==> config.mk <==
export PLATFORM = sky130hd
export DESIGN_NAME = muldiv_unit
export DESIGN_NICKNAME = d
export VERILOG_FILES = /design/src/rtl/muldiv_unit.sv
export SDC_FILE = /design/constraint.sdc
export NUM_CORES = 1
export LEC_CHECK = 0
export CAP_MARGIN = 10
export CORE_MARGIN = 5
export CORE_UTILIZATION = 42
export DETAILED_ROUTE_END_ITERATION = 10
export GPL_TIMING_DRIVEN = 0
export PLACE_DENSITY_LB_ADDON = 0.05
export SETUP_SLACK_MARGIN = 0.5
export SLEW_MARGIN = 20
export SYNTH_ARGS = -nofsm -noshare
export SYNTH_HDL_FRONTEND = slang
export SYNTH_SLANG_ARGS = --single-unit
==> constraint.sdc <==
create_clock -name clk -period 5.6 [get_ports clk]
set_input_delay 1.12 -clock clk [delete_from_list [all_inputs] [get_ports clk]]
set_output_delay 1.12 -clock clk [all_outputs]
set_load 0.1 [all_outputs]
==> src/rtl/muldiv_unit.sv <==
// Iterative RV32M multiply/divide unit.
// Shift-add multiply and restoring divide share one hi/lo register pair.
// Divide-by-zero and signed overflow skip iteration and go straight to DONE.
// Optional macro FAST_MUL_EN: multiplies finish combinationally at accept (IDLE->DONE).
module muldiv_unit #(
  parameter int XLEN   = 32,
  parameter int REG_AW = 5
) (
  input  logic              clk,
  input  logic              rst_n,
  input  logic              start,
  input  logic [2:0]        funct3,
  input  logic [XLEN-1:0]   op_a,
  input  logic [XLEN-1:0]   op_b,
  input  logic [REG_AW-1:0] rd_in,
  output logic              busy,
  output logic              done,
  output logic [XLEN-1:0]   result,
  output logic [REG_AW-1:0] rd_out,
  output logic              wb_en
);
  localparam int CW = $clog2(XLEN);

  typedef enum logic [1:0] {S_IDLE, S_MUL, S_DIV, S_DONE} state_t;
  state_t state, state_nxt;

  logic [XLEN-1:0]   hi, lo, b_mag;
  logic              neg, sel_lo, sel_rem;
  logic [CW-1:0]     cnt;
  logic [REG_AW-1:0] rd_lat;

  // Picks the requested product half after applying the sign fix-up.
  function automatic logic [XLEN-1:0] mul_pick(input logic [2*XLEN-1:0] p,
                                               input logic n, input logic lo_half);
    logic [2*XLEN-1:0] s;
    s = n ? -p : p;
    return lo_half ? s[XLEN-1:0] : s[2*XLEN-1:XLEN];
  endfunction

  // Picks quotient or remainder after applying the sign fix-up.
  function automatic logic [XLEN-1:0] div_pick(input logic [XLEN-1:0] q, input logic [XLEN-1:0] r,
                                               input logic n, input logic rem);
    logic [XLEN-1:0] s;
    s = rem ? r : q;
    return n ? -s : s;
  endfunction

  // Operand decode: signedness, magnitudes, result sign and special cases.
  logic            is_div, a_sgn, b_sgn, a_neg, b_neg, neg_in, div_zero, div_ovf, special;
  logic [XLEN-1:0] a_mag_in, b_mag_in, special_res;
  always_comb begin
    is_div      = funct3[2];
    a_sgn       = (funct3 == 3'b001) || (funct3 == 3'b010) || (funct3 == 3'b100) || (funct3 == 3'b110);
    b_sgn       = (funct3 == 3'b001) || (funct3 == 3'b100) || (funct3 == 3'b110);
    a_neg       = a_sgn & op_a[XLEN-1];
    b_neg       = b_sgn & op_b[XLEN-1];
    a_mag_in    = a_neg ? -op_a : op_a;
    b_mag_in    = b_neg ? -op_b : op_b;
    // remainder takes the dividend's sign; everything else takes the xor
    neg_in      = (is_div && funct3[1]) ? a_neg : (a_neg ^ b_neg);
    div_zero    = is_div && (op_b == '0);
    div_ovf     = is_div && !funct3[0] && (op_a == {1'b1, {(XLEN-1){1'b0}}}) && (op_b == '1);
    special     = div_zero | div_ovf;
    if (div_zero) special_res = funct3[1] ? op_a : '1;
    else          special_res = funct3[1] ? '0 : op_a;
  end

`ifdef FAST_MUL_EN
  // Full-width product of the magnitudes, formed at accept.
  logic [2*XLEN-1:0] fast_prod;
  always_comb fast_prod = {{XLEN{1'b0}}, a_mag_in} * {{XLEN{1'b0}}, b_mag_in};
`endif

  // One iteration of each algorithm, computed from the current registers.
  logic [XLEN:0]   mul_sum, div_shift;
  logic [XLEN-1:0] mul_hi_nxt, mul_lo_nxt, div_hi_nxt, div_lo_nxt, div_diff;
  logic            div_ge, last;
  always_comb begin
    mul_sum    = {1'b0, hi} + (lo[0] ? {1'b0, b_mag} : '0);
    mul_hi_nxt = mul_sum[XLEN:1];
    mul_lo_nxt = {mul_sum[0], lo[XLEN-1:1]};
    div_shift  = {hi, lo[XLEN-1]};
    div_ge     = div_shift >= {1'b0, b_mag};
    div_diff   = div_shift[XLEN-1:0] - b_mag;
    div_hi_nxt = div_ge ? div_diff : div_shift[XLEN-1:0];
    div_lo_nxt = {lo[XLEN-2:0], div_ge};
    last       = (cnt == CW'(XLEN-1));
  end

  // State register.
  always_ff @(posedge clk or negedge rst_n) begin
    if (!rst_n) state <= S_IDLE;
    else        state <= state_nxt;
  end

  // Next-state logic.
  always_comb begin
    state_nxt = state;
    case (state)
      S_IDLE: if (start) begin
        if (special)     state_nxt = S_DONE;
        else if (is_div) state_nxt = S_DIV;
`ifdef FAST_MUL_EN
        else             state_nxt = S_DONE;
`else
        else             state_nxt = S_MUL;
`endif
      end
      S_MUL:  if (last) state_nxt = S_DONE;
      S_DIV:  if (last) state_nxt = S_DONE;
      S_DONE: state_nxt = S_IDLE;
      default: state_nxt = S_IDLE;
    endcase
  end

  // Status outputs decoded from state.
  always_comb begin
    busy  = (state != S_IDLE);
    done  = (state == S_DONE);
    wb_en = done && (rd_out != '0);
  end

  // Datapath: accept, iterate, and register the final result on entry to DONE.
  always_ff @(posedge clk or negedge rst_n) begin
    if (!rst_n) begin
      hi <= '0; lo <= '0; b_mag <= '0; neg <= 1'b0; sel_lo <= 1'b0; sel_rem <= 1'b0;
      cnt <= '0; rd_lat <= '0; result <= '0; rd_out <= '0;
    end else begin
      case (state)
        S_IDLE: if (start) begin
          hi      <= '0;
          lo      <= a_mag_in;
          b_mag   <= b_mag_in;
          neg     <= neg_in;
          sel_lo  <= (funct3 == 3'b000);
          sel_rem <= funct3[1];
          rd_lat  <= rd_in;
          cnt     <= '0;
          if (special) begin
            result <= special_res;
            rd_out <= rd_in;
          end
`ifdef FAST_MUL_EN
          else if (!is_div) begin
            result <= mul_pick(fast_prod, neg_in, funct3 == 3'b000);
            rd_out <= rd_in;
          end
`endif
        end
        S_MUL: begin
          hi  <= mul_hi_nxt;
          lo  <= mul_lo_nxt;
          cnt <= cnt + 1'b1;
          if (last) begin
            result <= mul_pick({mul_hi_nxt, mul_lo_nxt}, neg, sel_lo);
            rd_out <= rd_lat;
          end
        end
        S_DIV: begin
          hi  <= div_hi_nxt;
          lo  <= div_lo_nxt;
          cnt <= cnt + 1'b1;
          if (last) begin
            result <= div_pick(div_lo_nxt, div_hi_nxt, neg, sel_rem);
            rd_out <= rd_lat;
          end
        end
        default: ;
      endcase
    end
  end
endmodule

==> metrics.md <==
| Metric | Value |
|---|---|
| Grt total ovfl | 0 |
| Ant. Diodes | 0 |
| Worst r2r path cells | 15 |
| Worst path required time | 5.99 ns |
| Slew Viols, Final | 0 |
| Initial core utilization | 42.4% |
| Clk_lat worst skew | 0.48 ns |
| Highest-count cells in the layout ignoring fill and taps | nand2_1, o21ai_0, nor2_1 |
| Area grow syn2layout | 20.8% |
| Mapped Area | 0.0164 sq mm |
| Root Driver | clkbuf_16 |
| Crit path time final | 5.20 ns |
| Wire per inst | 25.8 um |
| CTS Buffer Depth | 2 |
| GRT Total Usage | 33.8% |
| Die height | 207 um |
| Die X | 207 um |
| Pin count of the biggest net entering global routing | 77 |
| FMAX | 192 MHz |
| Setup WS pre-CTS | -1.06 ns |
| Synth area leader | dfrtp_1 |
| Number of global-route vias before repair | 17600 |
| Max_cap viols | 0 |
| Commonest non-fill, non-tap cell in the layout | nand2_1 |
| #FFs+latches synth | 148 |
| Worst Tran Pin Value | 1.06 ns |
| Post-Syn Instances | 2240 |
| Detailed placement HPWL | 60.0 mm |
| Internal reg-to-reg setup slack | 0.40 ns |
| Outcome | complete, no violations |
| Residual DRC count | 0 |
| Async set-reset flop share out of synthesis | 100% |
| HP Class | flop to flop |
| Critical Path End Type | flop |
| Worst reg2reg startpoint | lo[0] |
| Top flip-flop cell by instance count after synthesis | dfrtp_1 |
| Initial antenna violation count | 1 |
| Hold Crit Depth | 2 |
| Post-synth top area share | 22.6% |
| DRT antenna net count | 0 |
| Worst setup margin | 0.401 ns |
| Hold endpoint | result[2] |
| Peak fanout along the critical path | 6 |
| PortBufs | 111 |
| EDFF count, synth | 0 |
| Setup violators final | 0 |
| Post-Syn Area per Cell | 7.30 sq um |
| Synth cell types | 90 |
| Startpoint Class | flop |
| Syn nets | 2392 |
| CTS Sinks | 148 |
| Die Area | 0.0430 sq mm |
| Row cnt | 72 |
| HP Start | result[2] |
| Synth warnings | 0 |
| Period Utilization, post-route | 92.8% |
| Hold Buf Count CTS | 0 |
| Vias | 18800 |
| Seq/Total Area, Yosys | 22.6% |
| H-tree Lvls | 4 |
| RSZ-0062 raised after global routing | yes |
| R2r endpoint | result[30] |
| Final Hold Viols | 0 |
| Worst slew margin | 29.5% |
| Crit Path Category | flop to flop |
| Routability congestion estimate | 0.978 |
| TritonCTS buffer count | 17 |
| First-pass GRT wire length | 112 mm |
| Max Clock Skew | 0.0190 ns |
| Arrival @ worst endpoint | 5.59 ns |
| I/O pin total | 115 |
| Core Box Area | 0.0386 sq mm |
| Final net count | 2557 |
| Layout cells sized above 1 | 11.3% |
| Clock slew at reported path FFs | 0.07 ns |
| DR vias/cell | 6.41 |
| Initial DRC count | 2254 |
| TritonCTS clock tree | done |
| Pre-antenna DRT Iters | 6 |
| DRT Wirelength | 75.7 mm |
| Synth area leaders | dfrtp_1, nand2_1, o21ai_0 |
worst max-delay path by stage:
stage | startpoint | to | slack, ns | depth (start not counted)
2_1_floorplan | lo[0] | result[27] | 0.58 | 15
3_5_place_dp | lo[0] | result[16] | -1.06 | 15
6_report | lo[0] | result[30] | 0.40 | 15
5_1_grt | lo[0] | result[27] | 0.40 | 15
3_3_place_gp | rst_n | b_mag[9] | -3.34 | 1
4_1_cts | lo[0] | result[27] | 0.42 | 15
final cells by class:
| cell class | instances | area [sq um] |
|---|---|---|
| buffer | 165 | 704 |
| clock buffer | 20 | 467 |
| clock inverter | 12 | 119 |
| fill | 3958 | 18800 |
| inverter | 76 | 289 |
| multi-input combinational | 1851 | 12400 |
| sequential | 148 | 3730 |
| tap | 518 | 648 |
| timing repair buffer | 146 | 1410 |
what timing repair did:
item                       CTS  global route
resized for setup          114           107
setup buffers               21            13
setup endpoints to repair   42            31
pin swaps                   28            36
synth_stat cells, types with 50 or more instances:
cell type and instances:
ha_1 75, inv_1 73, o31ai_1 72, dfrtp_1 148, nand2_1 308, nor2_1 168
a21oi_1 147, xor2_1 65, a221oi_1 50, xnor2_1 118, nor3_1 64, clkbuf_1 145
o21ai_0 230
state kept, by name, summed over array words and instances, names as in the netlist:
name     cells
rd_out       5
sel_lo       1
state        2
b_mag       32
cnt          5
rd_lat       5
neg          1
lo          32
sel_rem      1
result      32
hi          32
stage by stage:
| stage | cell area (sq um) | TNS [ns] | instances | hold WS, ns | utilization, % |
|---|---|---|---|---|---|
| after global routing | 19800 | 0 | 2936 | 0.503 | 51.3 |
| after CTS | 19300 | 0 | 2923 | 0.485 | 50.1 |
| after detailed placement | 18200 | -14.75 | 2870 | 0.470 | 47.1 |
| after global placement | 18100 | -505.23 | 2869 | 0.465 | 47.0 |
| final | 19800 | 0 | 2936 | 0.475 | 51.3 |
| after floorplan | 16400 | 0 | 2240 | 0.445 | - |
worst max-delay path, cell delays in order, from the launching register on:
cell and delay [ns]:
dfrtp_4 0.57, clkbuf_16 0.19, and2_4 0.14, ha_4 0.16, fa_2 0.47, or4_4 0.54, or2_4 0.28, a2111oi_4 0.26
nand2_1 0.19, or4_4 0.56, or4_4 0.51, or3_4 0.38, o31ai_2 0.29, xnor2_1 0.23, a21oi_2 0.12, o211ai_1 0.21
layer usage:
| layer | GRT usage, % | share of wire [%] | vias up |
|---|---|---|---|
| met4 | 11.8 | 3.7 | 0 |
| li1 | - | - | 8526 |
| met1 | 47.6 | 43 | 9194 |
| met2 | 51.3 | 44 | 943 |
| met5 | 0 | 0 | - |
| met3 | 7.41 | 9.5 | 150 |
kinds of logic after synthesis:
family,count (synthesis),share of synthesized area [%]
simple gates,792,22.9
compound gates,739,29.3
xor+xnor,183,9.80
mux,33,2.14
fa+ha+maj,104,7.63
flops,148,22.6
buf+inv,241,5.58
Power is left out: the tool's default activity adds up to more than one toggle a clock period on the data nets, which glitch-free logic cannot reach.
==> variant: new RTL, same flow settings <==
Reset style: synchronous (`rst_n`), changed in 2 clocked blocks.
--- a/src/rtl/muldiv_unit.sv
+++ b/src/rtl/muldiv_unit.sv
@@ -90,3 +90,3 @@
   // State register.
-  always_ff @(posedge clk or negedge rst_n) begin
+  always_ff @(posedge clk) begin
     if (!rst_n) state <= S_IDLE;
@@ -123,3 +123,3 @@
   // Datapath: accept, iterate, and register the final result on entry to DONE.
-  always_ff @(posedge clk or negedge rst_n) begin
+  always_ff @(posedge clk) begin
     if (!rst_n) begin
Check against the original RTL: differs if rst_n is asserted again (counterexample within 4 cycles, from zero or initial values and one cycle with rst_n low); with rst_n held inactive, the same outputs for 10 cycles.
==> variant against the unedited design <==
- setup slack improved by 0.22 ns
- final area fell by 3.7%
- synthesized area fell by 1.6%
- routed wire length rose by 1.4%
- sequential cell count did not move
- critical path type unchanged
==> variant: results <==
export IMPL_cts_repair_resized=59
export IMPL_grt_pass1_vias=17560
export IMPL_fmax_mhz=201
export IMPL_drt_iter0_drc=2250
export IMPL_grt_max_degree=17
export IMPL_ys_flop_type="dfxtp_1"
export IMPL_wire_per_inst_um=25.8
export IMPL_outcome="complete, no violations"
export IMPL_max_stage_delay_ns=0.63
export IMPL_hold_slack_ns=0.449
export IMPL_ys_types=91
export IMPL_via_count=19234
export IMPL_io_buffer_count=110
export IMPL_synthArstFlopShare=0
export IMPL_synth_compound_area_frac=0.342
export IMPL_hp_start="result[17]"
export IMPL_holdPathEnd="result[17]"
export IMPL_endpoint="result[27]"
export IMPL_max_slew_worst_pin_slew_ns=1.23
export IMPL_grt_use_met2=0.538
export IMPL_grt_pass1_wl_um=112000
export IMPL_synth_xor_area_share=0.0935
export IMPL_pre_cts_ws_ns=-0.937
export IMPL_use_met3=0.0859
export IMPL_synth_adder_area_share=0.0600
export IMPL_cp_startpoint="lo[0]"
export IMPL_grt_usage=0.353
export IMPL_synth_cells=2306
export IMPL_wl_met3_um=7930
export IMPL_wl_met1_um=33300
export IMPL_synth_area_top_cells="dfxtp_1, a21oi_1, ha_1"
[variant: cell types whose count changed after synthesis, sizes merged, moves of 12 or more]
cell,change
a211o,+29
dfxtp,+148
dfrtp,-148
o31ai,-33
xnor2,-17
a211oi,+28
o21ai,-60
a21oi,+67
nand2,-74
a311oi,+12
nor2,+61
maj3,-27
[variant: area by class of cell]
type,instances,area share
Buffer,184,0.0405
Tap cell,511,0.0336
Inverter,74,0.0148
Sequential cell,148,0.156
Multi-Input combinational cell,1900,0.659
Antenna cell,1,0.000131
Clock buffer,18,0.0225
Clock inverter,13,0.00795
Timing Repair Buffer,129,0.0653
[variant: worst max-delay path, delay by kind of cell (launching register included)]
| family | cells | cell delay [ns] |
|---|---|---|
| buffers and inverters | 2 | 0.29 |
| AND/OR/NAND/NOR | 7 | 2.23 |
| XOR/XNOR | 1 | 0.13 |
| AO/OA/AOI/OAI | 6 | 1.15 |
| adder cells (fa/ha/maj) | 2 | 0.61 |
| flip-flops | 1 | 0.47 |
